File: src/rtl/mem_arbiter_pkg.sv
// ---------------------------------------------------------------------------
// mem_arbiter_pkg
//   Shared definitions for the CPU/DMA memory-port arbiter: FSM state
//   encodings, grant identifiers and a counter-width helper.
// ---------------------------------------------------------------------------
package mem_arbiter_pkg;

  // Arbiter FSM states: idle/arbitrating, CPU access, DMA access.
  typedef enum logic [1:0] {
    ST_IDLE = 2'd0,
    ST_CPU  = 2'd1,
    ST_DMA  = 2'd2
  } arb_state_e;

  // Identity of the most recently granted master.
  typedef enum logic {
    GNT_CPU = 1'b0,
    GNT_DMA = 1'b1
  } grant_e;

  // Bits needed to hold 0..limit (at least one bit, so limit 0 still works).
  function automatic int unsigned cnt_width(input int unsigned limit);
    return (limit < 1) ? 1 : $clog2(limit + 1);
  endfunction

endpackage

File: src/rtl/mem_arbiter_sat_counter.sv
// ---------------------------------------------------------------------------
// sat_counter
//   Saturating up-counter with synchronous clear. Counts 0..LIMIT and holds
//   at LIMIT; clear takes priority over increment.
// Ports
//   clk       in   system clock
//   reset     in   synchronous, active-high
//   inc       in   increment request
//   clr       in   clear to zero (wins over inc)
//   at_limit  out  count currently equals LIMIT
// ---------------------------------------------------------------------------
module sat_counter #(
  parameter int unsigned WIDTH = 4,
  parameter int unsigned LIMIT = 8
) (
  input  logic clk,
  input  logic reset,
  input  logic inc,
  input  logic clr,
  output logic at_limit
);

  localparam logic [WIDTH-1:0] LIMIT_V = WIDTH'(LIMIT);

  logic [WIDTH-1:0] count_d;
  logic [WIDTH-1:0] count_q;

  // NOTE: every variable written in always_comb gets a default first, so no
  // path leaves it unassigned and no latch is inferred.
  always_comb begin
    count_d = count_q;
    if (clr) begin
      count_d = '0;
    end else if (inc && (count_q != LIMIT_V)) begin
      count_d = count_q + WIDTH'(1);
    end
  end

  // NOTE: state registers use non-blocking assignments so every flop samples
  // the pre-edge values, independent of process evaluation order.
  always_ff @(posedge clk) begin
    if (reset) begin
      count_q <= '0;
    end else begin
      count_q <= count_d;
    end
  end

  assign at_limit = (count_q == LIMIT_V);

endmodule

File: src/rtl/mem_arbiter.sv
// ---------------------------------------------------------------------------
// mem_arbiter
//   Shares one 16-bit memory port between a CPU and a DMA/boot-loader
//   requester. Fixed CPU priority, with a starvation guard that forces a DMA
//   grant after STARVE_LIMIT consecutive CPU wins over a pending DMA, and
//   locked DMA bursts bounded to MAX_BURST accesses. Each access lasts
//   WAIT_STATES+1 cycles; the requester then gets a one-cycle ready pulse
//   with registered read data.
// Ports
//   clk, reset                 clock, synchronous active-high reset
//   cpu_req/we/addr/wdata      CPU request (held until cpu_ready)
//   cpu_rdata, cpu_ready       CPU read data (valid with ready), done pulse
//   dma_req/lock/we/addr/wdata DMA request; lock asks for burst continuation
//   dma_rdata, dma_ready       DMA read data, done pulse
//   mem_addr/wdata/we          memory port, all zero while idle
//   mem_rdata                  memory read data, sampled in last access cycle
// ---------------------------------------------------------------------------
module mem_arbiter
  import mem_arbiter_pkg::*;
#(
  parameter int unsigned WAIT_STATES  = 1,
  parameter int unsigned STARVE_LIMIT = 4,
  parameter int unsigned MAX_BURST    = 8
) (
  input  logic        clk,
  input  logic        reset,
  input  logic        cpu_req,
  input  logic        cpu_we,
  input  logic [15:0] cpu_addr,
  input  logic [15:0] cpu_wdata,
  output logic [15:0] cpu_rdata,
  output logic        cpu_ready,
  input  logic        dma_req,
  input  logic        dma_lock,
  input  logic        dma_we,
  input  logic [15:0] dma_addr,
  input  logic [15:0] dma_wdata,
  output logic [15:0] dma_rdata,
  output logic        dma_ready,
  output logic [15:0] mem_addr,
  output logic [15:0] mem_wdata,
  output logic        mem_we,
  input  logic [15:0] mem_rdata
);

  arb_state_e  state_d, state_q;
  grant_e      last_gnt_d, last_gnt_q;
  logic        cpu_ready_d, cpu_ready_q;
  logic        dma_ready_d, dma_ready_q;
  logic [15:0] cpu_rdata_d, cpu_rdata_q;
  logic [15:0] dma_rdata_d, dma_rdata_q;

  logic in_acc;
  logic wait_done;
  logic starve_hit;
  logic burst_full;
  logic grant_cpu;
  logic grant_dma;

  assign in_acc = (state_q != ST_IDLE);

  // -------------------------------------------------------------------------
  // Arbitration: only evaluated in IDLE (including the ready cycle, which is
  // what makes back-to-back accesses possible).
  // -------------------------------------------------------------------------
  always_comb begin
    grant_cpu = 1'b0;
    grant_dma = 1'b0;
    if (state_q == ST_IDLE) begin
      if (dma_req && dma_lock && (last_gnt_q == GNT_DMA) && !burst_full) begin
        grant_dma = 1'b1;            // locked burst continuation
      end else if (dma_req && starve_hit) begin
        grant_dma = 1'b1;            // starvation guard
      end else if (cpu_req) begin
        grant_cpu = 1'b1;            // fixed CPU priority
      end else if (dma_req) begin
        grant_dma = 1'b1;
      end
    end
  end

  // Wait counter runs 0..WAIT_STATES during an access; reaching the limit
  // marks the final access cycle.
  sat_counter #(
    .WIDTH (cnt_width(WAIT_STATES)),
    .LIMIT (WAIT_STATES)
  ) u_wait_cnt (
    .clk      (clk),
    .reset    (reset),
    .inc      (in_acc),
    .clr      (!in_acc || wait_done),
    .at_limit (wait_done)
  );

  // Consecutive CPU wins while DMA was waiting.
  sat_counter #(
    .WIDTH (cnt_width(STARVE_LIMIT)),
    .LIMIT (STARVE_LIMIT)
  ) u_starve_cnt (
    .clk      (clk),
    .reset    (reset),
    .inc      (grant_cpu && dma_req),
    .clr      (grant_dma),
    .at_limit (starve_hit)
  );

  // Length of the current locked DMA burst.
  sat_counter #(
    .WIDTH (cnt_width(MAX_BURST)),
    .LIMIT (MAX_BURST)
  ) u_burst_cnt (
    .clk      (clk),
    .reset    (reset),
    .inc      (grant_dma && dma_lock),
    .clr      (grant_cpu || (grant_dma && !dma_lock)),
    .at_limit (burst_full)
  );

  // -------------------------------------------------------------------------
  // FSM next-state, ready pulses and read-data capture.
  // -------------------------------------------------------------------------
  always_comb begin
    state_d     = state_q;
    last_gnt_d  = last_gnt_q;
    cpu_ready_d = 1'b0;
    dma_ready_d = 1'b0;
    cpu_rdata_d = cpu_rdata_q;
    dma_rdata_d = dma_rdata_q;
    unique case (state_q)
      ST_IDLE: begin
        if (grant_cpu) begin
          state_d    = ST_CPU;
          last_gnt_d = GNT_CPU;
        end else if (grant_dma) begin
          state_d    = ST_DMA;
          last_gnt_d = GNT_DMA;
        end
      end
      ST_CPU: begin
        if (wait_done) begin
          state_d     = ST_IDLE;
          cpu_ready_d = 1'b1;
          if (!cpu_we) cpu_rdata_d = mem_rdata;
        end
      end
      ST_DMA: begin
        if (wait_done) begin
          state_d     = ST_IDLE;
          dma_ready_d = 1'b1;
          if (!dma_we) dma_rdata_d = mem_rdata;
        end
      end
      default: state_d = ST_IDLE;
    endcase
  end

  always_ff @(posedge clk) begin
    if (reset) begin
      state_q     <= ST_IDLE;
      last_gnt_q  <= GNT_CPU;
      cpu_ready_q <= 1'b0;
      dma_ready_q <= 1'b0;
      cpu_rdata_q <= '0;
      dma_rdata_q <= '0;
    end else begin
      state_q     <= state_d;
      last_gnt_q  <= last_gnt_d;
      cpu_ready_q <= cpu_ready_d;
      dma_ready_q <= dma_ready_d;
      cpu_rdata_q <= cpu_rdata_d;
      dma_rdata_q <= dma_rdata_d;
    end
  end

  // -------------------------------------------------------------------------
  // Memory port mux: driven live from the granted master, zero when idle.
  // -------------------------------------------------------------------------
  always_comb begin
    mem_addr  = '0;
    mem_wdata = '0;
    mem_we    = 1'b0;
    unique case (state_q)
      ST_CPU: begin
        mem_addr  = cpu_addr;
        mem_wdata = cpu_wdata;
        mem_we    = cpu_we;
      end
      ST_DMA: begin
        mem_addr  = dma_addr;
        mem_wdata = dma_wdata;
        mem_we    = dma_we;
      end
      default: ;
    endcase
  end

  assign cpu_ready = cpu_ready_q;
  assign dma_ready = dma_ready_q;
  assign cpu_rdata = cpu_rdata_q;
  assign dma_rdata = dma_rdata_q;

endmodule

File: config.mk
export PLATFORM = sky130hd
export DESIGN_NAME = mem_arbiter
export DESIGN_NICKNAME = d
export VERILOG_FILES = /design/src/rtl/mem_arbiter_pkg.sv /design/src/rtl/mem_arbiter_sat_counter.sv /design/src/rtl/mem_arbiter.sv
export SDC_FILE = /design/constraint.sdc
export NUM_CORES = 1
export LEC_CHECK = 0
export ABC_AREA = 1
export CAP_MARGIN = 30
export CELL_PAD_IN_SITES_DETAIL_PLACEMENT = 0
export CELL_PAD_IN_SITES_GLOBAL_PLACEMENT = 2
export CORE_ASPECT_RATIO = 1.2
export CORE_UTILIZATION = 17
export DETAILED_ROUTE_END_ITERATION = 10
export GPL_TIMING_DRIVEN = 0
export PLACE_DENSITY = 0.75
export SLEW_MARGIN = 30
export SYNTH_ARGS = -nofsm -noshare
export SYNTH_HDL_FRONTEND = slang
export SYNTH_SLANG_ARGS = --single-unit
export TNS_END_PERCENT = 1
File: constraint.sdc
create_clock -name clk -period 1.57 [get_ports clk]
set_input_delay 0.314 -clock clk [delete_from_list [all_inputs] [get_ports clk]]
set_output_delay 0.314 -clock clk [all_outputs]
set_load 0.05 [all_outputs]
==> reports/metrics.yaml <==
drive_gt1_share_pct: 29.72
worstPathRequired_ns: 1.26
path_max_fanout: 9
seq_area_um2: 909.6
grt_pass1_wl_um: 14210
cts_tree: "done"
clock_latency_ns: 0.29
synth-seq-area-share_pct: 38.44
fin_skew_ns: 0.004127
hold_viol_final: 0
status: "finished, violations left"
drv_cap: 0
drcViolationCount: 0
dp_slack_ns: -0.7872
synthToLayoutAreaGrowth_pct: 122.7
grt_overflow: 0
cpPeakStageDelay_ns: 0.37
grt_max_degree: 14
drt-wirelength-per-cell_um: 14.45
cts.clk_slew.worst_paths_ns: 0.06
violations: "negative setup slack"
die_y_um: 130.6
ys_ff_latch: 45
hold_slack_ns: 0.4809
synth_cells: 356
start_kind: "flop"
critical_path_class: "reg2out"
routabilityCongestion: 0.6980
cts_root_buffer: "clkbuf_16"
clockBufferDepth: 2
synth_commonest_cells: "nand2_1 (93), nor2_1 (71), dfxtp_1 (45), a21oi_1 (36), o21ai_0 (31)"
cp_cell_sequence: "inv_4 -> ha_4 -> clkinv_8 -> clkbuf_16 -> a21oi_4 -> buf_8"
ys_async_sr_fraction_pct: 0
htreeDepth: 2
cts.sinks: 45
fp-row-count: 46
dieArea_mm2: 0.01426
drtIter0Drc: 91
dp.cells: 677
crit_path_top_delay_cell: "dfxtp_4"
grt_pass1_vias: 2874
synth_ff_type: "dfxtp_1"
dp_hpwl_um: 7399
power_leakage_nw: 2.167
numCtsBuffers: 5
final_max_slew_viol_count: 0
finalSetupViolations: 59
viasPerCell: 4.243
worst_slack_ns: -0.3344
fmax_mhz: 525.1
initial_utilization_pct: 17.55
power_mw: 3.610
vias: 2983
core_area_mm2: 0.01335
synthTopCellsByArea: "dfxtp_1 (38%), nand2_1 (15%), nor2_1 (11%)"
multiInputGateArea_mm2: 0.001759
tightest_slew_ns: 0.5345
cts_hold_buf: 0
grt_usage_pct: 12.91
ios: 154
die_w_um: 109.2
fin_crit_sh_pct: 121.3
finalNonFillerCells: 703
slew_headroom_pct: 64.51
drtPass1Iterations: 4
crit_buf_inv: 4
synth_top_cell_area_share_pct: 38.44
ant_nets: 0
yosys_warnings: 0
end_kind: "output port"
fill_cells: 1385
diodes: 0
port_buffers: 153
avgSynthCellArea_um2: 6.583
synth_top_area_cell: "dfxtp_1"
worst-path-stages: 6
synth_edf_count: 0
netlist_area_mm2: 0.002343
synth.most_common_cell: "nand2_1"
finalWirelength_um: 10160
rr_worst_depth: 11
hold_path_depth: 2
synth_nets: 450
cpLargestDelayFamily: "buffers and inverters"
arrival_ns: 1.59
nets: 628
hold_path_class: "reg2reg"
fin_crit_ns: 1.904
rsz0062_at_grt: "yes"
synth_cell_type_count: 26
ir_worst_vdd_mv: 0.5698
p_per_area_mw_per_mm2: 691.6
antenna_found_initial: 0
==> flip-flops by register name (all words and copies together), names as in the netlist <==
name and cells:
cpu_rdata 16, dma_rdata 16, u_burst_cnt.count_q 4, u_starve_cnt.count_q 3, state_q 2, cpu_ready 1, dma_ready 1, last_gnt_q 1
u_wait_cnt.at_limit 1
==> final cells by class <==
class | count | area share, %
clock buffer | 7 | 2.924
sequential | 45 | 17.43
buffer | 19 | 5.968
timing repair buffer | 171 | 33.92
multi-input combinational | 271 | 33.70
clock inverter | 1 | 0.09588
tap | 168 | 4.027
inverter | 21 | 1.942
==> worst reg2reg max path: cells and delay by family (launching register included) <==
| kind | cells | cell delay [ns] |
|---|---|---|
| flip-flops | 1 | 0.36 |
| adder cells (fa/ha/maj) | 1 | 0.14 |
| AND/OR/NAND/NOR | 4 | 0.50 |
| buffers and inverters | 6 | 0.66 |
==> per-stage QoR <==
| stage | utilization, % | setup TNS, ns | cell area [um^2] |
|---|---|---|---|
| floorplan | - | 0 | 2850 |
| global placement | 34.39 | -33.94 | 4592 |
| detailed placement | 34.39 | -34.66 | 4592 |
| CTS | 37.16 | -11.38 | 4962 |
| global route | 39.09 | -19.27 | 5220 |
| finish | 39.09 | -13.38 | 5220 |
==> power by group <==
part	total (mW)	internal [mW]	switching (mW)
clock network	1.12	0.674	0.449
logic	1.30	0.631	0.670
registers	1.19	1.17	0.0207
==> cells by family after synthesis <==
| kind of cell | share of synthesized area (%) |
|---|---|
| simple gates | 33.90 |
| xor+xnor | 0.7476 |
| compound gates | 16.18 |
| fa+ha+maj | 3.737 |
| buf+inv | 6.993 |
| flops | 38.44 |
==> worst paths after layout <==
kind / start / endpoint / slack [ns]
worst min register to register: last_gnt_q / last_gnt_q / 0.48
worst min-delay path: last_gnt_q / last_gnt_q / 0.48
worst max register to register: state_q[0] / dma_rdata[6] / -0.20
worst max-delay path: state_q[1] / mem_wdata[13] / -0.33
==> cell usage in the layout (no fill, tap or decap), types with 3 or more instances in the layout <==
cell type | synthesis | layout
o21ai_0 | 31 | 31
o21ai_1 | 3 | 3
clkbuf_16 | 0 | 15
dlygate4sd2_1 | 0 | 34
ha_1 | 7 | 4
nor2_4 | 3 | 3
clkbuf_8 | 0 | 5
nand4_1 | 9 | 9
inv_1 | 19 | 15
dfxtp_1 | 45 | 42
a21oi_4 | 0 | 33
a21oi_1 | 36 | 3
nor2_1 | 71 | 71
ha_4 | 0 | 3
clkdlybuf4s50_1 | 0 | 85
nand2_2 | 2 | 24
buf_8 | 0 | 9
buf_6 | 0 | 32
nor2_2 | 3 | 3
inv_4 | 0 | 4
nand3_1 | 3 | 3
nand2_1 | 93 | 70
buf_4 | 2 | 10
==> routing by layer <==
layer	global-route usage [%]	share of wire (%)	vias to the layer above
met1	12.83	37	1344
met3	4.960	11	12
met2	24.45	50	134
met4	4.078	1.7	0
met5	0	0	-
li1	-	-	1493
==> what timing repair did <==
item | 4_1_cts | 5_1_grt
resized for setup | 297 | 38
cloned | 3 | 7
setup endpoints to repair | 93 | 66
setup buffers | 5 | 3
pin swaps | 2 | 7
Note: power is estimated with default switching activity, not from simulation.
